**config.mk**
```make
export PLATFORM = sky130hd
export DESIGN_NAME = imem_boot_loader
export DESIGN_NICKNAME = d
export VERILOG_FILES = /design/src/rtl/imem_boot_loader.sv
export SDC_FILE = /design/constraint.sdc
export NUM_CORES = 1
export LEC_CHECK = 0
export BUFFER_PORTS_ARGS = -buffer_cell sky130_fd_sc_hd__buf_2
export CORE_ASPECT_RATIO = 0.8
export CORE_MARGIN = 2
export CORE_UTILIZATION = 29
export CTS_CLUSTER_DIAMETER = 60
export DETAILED_ROUTE_END_ITERATION = 10
export MAX_ROUTING_LAYER = met4
export PLACE_DENSITY = 0.58
export SLEW_MARGIN = 0
export SYNTH_ARGS = -nofsm -noshare
export SYNTH_HDL_FRONTEND = slang
export SYNTH_SLANG_ARGS = --single-unit
export TNS_END_PERCENT = 20
```
**constraint.sdc**
```tcl
create_clock -name clk -period 4.2 [get_ports clk]
set_clock_uncertainty 0.2 [all_clocks]
set_input_delay 0.42 -clock clk [delete_from_list [all_inputs] [get_ports clk]]
set_output_delay 0.42 -clock clk [all_outputs]
set_load 0.1 [all_outputs]
```
**src/rtl/imem_boot_loader.sv**
```systemverilog
// Boot loader: streams a byte image into instruction memory through the
// cpu's external port, verifies each word, then enables the cpu.
module imem_boot_loader #(
    parameter logic [31:0] BASE_ADDR = 32'h0,
    parameter logic [31:0] ADDR_STEP = 32'd4,
    parameter int          READ_LAT  = 1,
    parameter int          LEN_W     = 16
) (
    input  logic        clk,
    input  logic        arst_n,
    input  logic        start,
    input  logic [7:0]  s_byte,
    input  logic        s_valid,
    output logic        s_ready,
    output logic [31:0] addr_ext,
    output logic        wen_ext,
    output logic        ren_ext,
    output logic [31:0] wdata_ext,
    input  logic [31:0] rdata_ext,
    output logic        cpu_enable,
    output logic        busy,
    output logic        err
);

    typedef enum logic [2:0] {
        S_IDLE,
        S_LEN,
        S_DATA,
        S_WRITE,
        S_VERIFY,
        S_DONE,
        S_ERROR
    } state_t;

    localparam logic [7:0] HDR_LAST = 8'(LEN_W / 8 - 1);
    localparam logic [2:0] LAT_LAST = 3'(READ_LAT);

    state_t           state_q;
    state_t           state_d;
    logic [31:0]      addr_q;
    logic [31:0]      word_q;
    logic [31:0]      wdata_q;
    logic [31:0]      word_nxt;
    logic [1:0]       byte_cnt;
    logic [7:0]       hdr_cnt;
    logic [LEN_W-1:0] len_q;
    logic [LEN_W-1:0] len_nxt;
    logic [LEN_W-1:0] word_cnt;
    logic [2:0]       lat_cnt;
    logic             take;
    logic             hdr_done;
    logic             sample;
    logic             match;
    logic             last_word;

    assign addr_ext  = addr_q;
    assign wdata_ext = wdata_q;
    assign take      = s_valid && s_ready;
    assign hdr_done  = hdr_cnt == HDR_LAST;
    assign sample    = lat_cnt == LAT_LAST;
    assign match     = rdata_ext == wdata_q;
    assign last_word = (word_cnt + 1'b1) == len_q;
    assign word_nxt  = {s_byte, word_q[31:8]};

    // Little-endian header shift: each new byte enters at the top.
    always_comb begin
        len_nxt = len_q >> 8;
        len_nxt[LEN_W-1 -: 8] = s_byte;
    end

    // State register.
    always_ff @(posedge clk or negedge arst_n) begin
        if (!arst_n) state_q <= S_IDLE;
        else         state_q <= state_d;
    end

    // Next-state logic and state-decoded outputs.
    always_comb begin
        state_d    = state_q;
        s_ready    = 1'b0;
        wen_ext    = 1'b0;
        ren_ext    = 1'b0;
        cpu_enable = 1'b0;
        busy       = 1'b0;
        err        = 1'b0;
        unique case (state_q)
            S_IDLE: begin
                if (start) state_d = S_LEN;
            end
            S_LEN: begin
                s_ready = 1'b1;
                busy    = 1'b1;
                if (take && hdr_done)
                    state_d = (len_nxt != '0) ? S_DATA : S_DONE;
            end
            S_DATA: begin
                s_ready = 1'b1;
                busy    = 1'b1;
                if (take && byte_cnt == 2'd3) state_d = S_WRITE;
            end
            S_WRITE: begin
                wen_ext = 1'b1;
                busy    = 1'b1;
                state_d = S_VERIFY;
            end
            S_VERIFY: begin
                busy    = 1'b1;
                ren_ext = !sample;
                if (sample) begin
                    if (!match)        state_d = S_ERROR;
                    else if (last_word) state_d = S_DONE;
                    else               state_d = S_DATA;
                end
            end
            S_DONE: begin
                cpu_enable = 1'b1;
                if (start) state_d = S_LEN;
            end
            S_ERROR: begin
                err = 1'b1;
                if (start) state_d = S_LEN;
            end
            default: state_d = S_IDLE;
        endcase
    end

    // Datapath: header length, word assembly, address and counters.
    always_ff @(posedge clk or negedge arst_n) begin
        if (!arst_n) begin
            addr_q   <= BASE_ADDR;
            word_q   <= '0;
            wdata_q  <= '0;
            byte_cnt <= '0;
            hdr_cnt  <= '0;
            len_q    <= '0;
            word_cnt <= '0;
            lat_cnt  <= '0;
        end else begin
            unique case (state_q)
                S_IDLE, S_DONE, S_ERROR: begin
                    if (start) begin
                        addr_q   <= BASE_ADDR;
                        byte_cnt <= '0;
                        hdr_cnt  <= '0;
                        len_q    <= '0;
                        word_cnt <= '0;
                        lat_cnt  <= '0;
                    end
                end
                S_LEN: begin
                    if (take) begin
                        len_q   <= len_nxt;
                        hdr_cnt <= hdr_cnt + 8'd1;
                    end
                end
                S_DATA: begin
                    if (take) begin
                        word_q   <= word_nxt;
                        byte_cnt <= byte_cnt + 2'd1;
                        if (byte_cnt == 2'd3) wdata_q <= word_nxt;
                    end
                end
                S_WRITE: begin
                    lat_cnt <= '0;
                end
                S_VERIFY: begin
                    if (!sample) begin
                        lat_cnt <= lat_cnt + 3'd1;
                    end else if (match && !last_word) begin
                        addr_q   <= addr_q + ADDR_STEP;
                        word_cnt <= word_cnt + 1'b1;
                    end
                end
                default: ;
            endcase
        end
    end

endmodule

```
* Word level (Yosys, flattened, before mapping)
Index checks and enable logic that the tools add are counted.
** Operators by class
- Reduce and logical (&&, ||, !) cells :: 22
- Muxes and demuxes :: 33
- Equality and inequality tests :: 19
- $add $sub $neg :: 5
** Operators with widths (count)
- $mux 32 :: 3
- $mux 16 :: 4
- $pmux 16 s2 :: 2
- $pmux 32 s2 :: 1
- $add 32x3->32 const B :: 1
- $eq 32x32->1 :: 1
- $mux 3 :: 9
- $add 16x1->16 const B :: 1
- $eq 16x16->1 :: 1
- $mux 8 :: 2
- $pmux 8 s2 :: 1
- $reduce_bool 16->1 :: 1
- $pmux 3 s5 :: 1
- $ne 2x2->1 const B :: 7
- $reduce_and 3->1 :: 4
- $eq 3x3->1 const B :: 3
- $pmux 3 s3 :: 1
- $add 8x1->8 const B :: 1
- $eq 8x1->1 const B :: 1
- $reduce_and 4->1 :: 2
- $eq 3x1->1 const B :: 2
- $eq 3x2->1 const B :: 2
- $mux 1 :: 6
- $reduce_bool 2->1 :: 3
- 14 further kinds :: 19
** Word-level totals
- Word-level logic and storage cells :: 88
- Output and inout bits :: 70
- Register bits after elaboration :: 144
- Input port bits :: 44

* Logic depth before layout (Yosys ltp)
- Word-level depth :: 7
- Mapped depth :: 12
- Gate-level depth less buffers :: 10

* Least setup slack after synthesis
OpenSTA, ideal clock, no wires.
- Path type :: flip-flop to flip-flop
- From :: register state_q[1]
- To :: register addr_q[15], in the netlist addr_ext[15]
- Stages on the path, launching flop included :: 10
- Data required time :: 3.922 ns
- Arrival time :: 3.130 ns
- Clock period less this slack :: 3.408 ns
- Path buffers :: 2
- Setup time :: 0.078 ns
- Setup slack :: 0.792 ns
- Cells stage by stage :: dfrtp_1 > clkbuf_1 > nor3_1 > o21ai_1 > inv_1 > nor4_1 > a21oi_4 > clkbuf_1 > or4_1 > a21oi_2
** Between the ends
- Word-level cells in the longest chain between the ends :: 4
- Elaborated cells between the ends (all ways) :: 11
- Those cells by class :: eq/ne: 6; mux: 1; reduce/logical: 4
** RTL lines
- start, declared :: line 38 : state_t state_q;
- start signal, assigned :: line 74 : else state_q <= state_d;
- $eq 3x3->1 or $logic_not 3->1 (tied branches) :: line 139 : unique case (state_q)
- $reduce_or 3->1 (no line)
- $ne 2x1->1 (no line) or $reduce_bool 2->1 (tied branches)
- $reduce_and 4->1 (no line)
- end signal, assigned :: line 170 : addr_q <= addr_q + ADDR_STEP;
- end, declared :: line 40 : logic [31:0] addr_q;
Several ways; a longest one is shown, not always the timed one.
A chain may end at the register's enable or synchronous reset.

* Worst setup path in the final report
- From :: register word_cnt[0]
- To :: register addr_q[3], in the netlist addr_ext[3]
** Between the ends
- Word-level cells in the longest chain between the ends :: 6
** RTL lines
- start, declared :: line 48 : logic [LEN_W-1:0] word_cnt;
- start signal, assigned :: line 171 : word_cnt <= word_cnt + 1'b1;
- $add 16x1->16 :: line 62 : assign last_word = (word_cnt + 1'b1) == len_q;
- $eq 16x16->1 :: line 62
- $logic_not 1->1 :: line 169 : end else if (match && !last_word) begin
- $logic_and 1x1->1 :: line 169
- $ne 2x2->1 (no line)
- $reduce_and 4->1 (no line)
Every way passes these cells.

==> out/metrics.cfg <==
[status]
outcome=finished, final reports clean

[clock_network]
clkTransAtPathRegs_ns=0.07
tritoncts=yes
ctsResizeCount=0
root_buffer=clkbuf_16
numCtsBuffers=17
clock_path_buffers=2
ctsHtreeMaxLevel=4
cts_sinks=134
insertion_delay_ns=0.43

[synth]
synth-seq-cells=134
yosysSeqAreaShare_pct=45.6
yosys_warnings=0
yosys.cell_types.count=63
synth_area_um2=7360
synth.avg_cell_area_um2=10.2
yosysTopAreaCellShare_pct=45.6
synth_edf_count=0
yosys-top-cells-area=dfrtp_1, mux2_2, xor2_1, nand2_1, or4_1
yosysTopAreaCell=dfrtp_1
synth_ff_type=dfrtp_1
synthCells=721
synthArstFlopShare_pct=100

[power_and_ir_drop]
vdd_drop_max_v=0.000449
cellPowerDensity_nw_per_um2=639
p_leak_nw=4.06

[cells_and_area]
register_area_um2=3350
multiInputGateArea_um2=3720
finalInstanceArea_um2=8880
post-route-util_pct=35.4
final_nets=879
instances_no_fill=1164
layout_commonest_cell=dfrtp_1
fillers=2548
n_antenna_cell=0
most-common-layout-cells=dfrtp_1, buf_2, nand2_1
drive_gt1_share_pct=30.5
synthToLayoutAreaGrowth_pct=20.7

[placed_design]
placed_area_um2=8260
gp_congestion=0.883
portBuffers=111
dp_cells=1131
dpl.hpwl_um=13500

[timing]
min_period_ns=3.81
worstMarginPinSlew_ns=0.852
max-slew-margin-rel_pct=43.2
rsz0062_at_grt=no
hold_ws_ns=0.0809
maxClockFrequency_mhz=262
tns_ns=0
drv_slew=0
finalSetupViolCount=0
finalHoldViolCount=0
timing.final.crit_share_pct=90.8

[worst_setup_path]
worstPathRequired_ns=4.30
path_class=flop to flop
slowest_delay_ns=0.55
cp_cell_sequence=ha_1 > nand3_2 > nor4_2 > o32ai_1 > or4_1 > or4_4 > nand3_1 > nor2_1 > a22o_1
worst_ep_arrival_time_ns=3.92
cp_top_family=simple AND/OR/NAND/NOR gates
cp-end-kind=flop
crit_buf_inv=0
startpoint_type=flop
cpMaxStageDelayCell=or4_1
critPathMaxFanout=15

[die]
die_w_um=182
initial_utilization_pct=29.3
core_area_um2=25100
die-area_um2=26700
die_y_um=147
rows=52
ios=114

[drt]
routed_wirelength_um=19300
vias=5978
drc=0
antenna_left=0
vias_per_cell=5.14
first_iter_violations=483
firstDrtPassIters=5
wl_per_cell_um=16.6

[run]
cap_violations=0

[global_route]
grt_max_degree=88
overflow=0
track_usage_pct=15.2
grt_pass1_vias=5668
antenna_found_initial=0
grt_pass1_wl_um=31400

[hold_path]
hold_class=input port to flop

## state kept, by name, indices dropped and copies added (netlist names)
register   cells
addr_ext      30
word_cnt      16
len_q         16
wdata_ext     32
hdr_cnt        8
lat_cnt        3
byte_cnt       2
state_q        3
word_q        24
## power breakdown
part	internal, W	switching [W]	leakage [nW]	total [W]
clock	0.000854	0.000680	0.295	0.00153
sequential	0.00157	0.000286	1.81	0.00186
combinational	0.000636	0.00165	1.95	0.00228
total	0.00306	0.00261	4.06	0.00567
## cell usage after synthesis, types with 9 or more instances
cell type  instances
nor4_1            17
and3_1             9
o31ai_1           23
dfrtp_1          134
inv_1             17
nand3_1           42
buf_2             10
clkbuf_1          24
mux2_2            58
xor2_1            42
o211ai_1          13
a21oi_1           16
o21ai_0           17
or4_1             32
xnor2_1           12
nand4_1           16
or3_1             10
nor2_1            27
a21oi_2           23
nand2_1           84
## layer usage
metal | up-vias | routed length, um | global-route usage [%]
met3 | 18 | 951 | 3.27
met5 | - | 0 | -
li1 | 2875 | - | -
met1 | 2936 | 9860 | 22.4
met4 | 0 | 176 | 3.87
met2 | 149 | 8280 | 21.1
## logic make-up after synthesis
family                     Yosys count  share of synthesized area, %
muxes                               61                          9.28
buffers and inverters               60                          4.03
xor gates and xnor gates            54                          6.43
other                                1                        0.0509
and+or+nand+nor                    268                          19.8
adders and majority gates            9                          1.60
DFF                                134                          45.6
AOI/OAI and AO/OA                  134                          13.3
## tightest hold or removal path, stage by stage
cell,delay (ns)
buf_2,0.13
nand3_1,0.07
nand2_1,0.05
## timing repair
item	4_1_cts	5_1_grt
buffers inserted	0	0
hold buffers	1	0
endpoints found under the hold margin	85	0
## layout make-up
cell class / instances / share of cell area (%)
repair buffers: 129 / 8.19
flip-flops and latches: 134 / 37.8
inverters: 17 / 0.719
well taps: 324 / 4.56
clock buffers: 17 / 4.79
multi-input cells: 528 / 41.9
clock inverters: 15 / 2.07
## stage by stage
step | power, W | setup WS [ns]
3_3_place_gp | 0.00415 | 0.555
6_report | 0.00567 | 0.387
5_1_grt | 0.00599 | 0.114
2_1_floorplan | 0.00365 | 0.792
4_1_cts | 0.00573 | 0.412
3_5_place_dp | 0.00416 | 0.429
## path summary, 6_finish.rpt
check	startpoint	endpoint	slack (ns)	cells after the start
max in group asynchronous	arst_n	hdr_cnt[6]$_DFFE_PN0P_	2.50	3
max reg2reg	word_cnt[0]$_DFFE_PN0P_	addr_ext[3]$_DFFE_PN0P_	0.39	9
min	s_byte[5]	len_q[13]$_DFFE_PN0P_	0.08	3
min reg2reg	len_q[1]$_DFFE_PN0P_	len_q[1]$_DFFE_PN0P_	0.29	2
min in group asynchronous	arst_n	state_q[0]$_DFFE_PN0P_	0.45	2
max	word_cnt[0]$_DFFE_PN0P_	addr_ext[3]$_DFFE_PN0P_	0.39	9
Power figures use the tool's default switching activity.
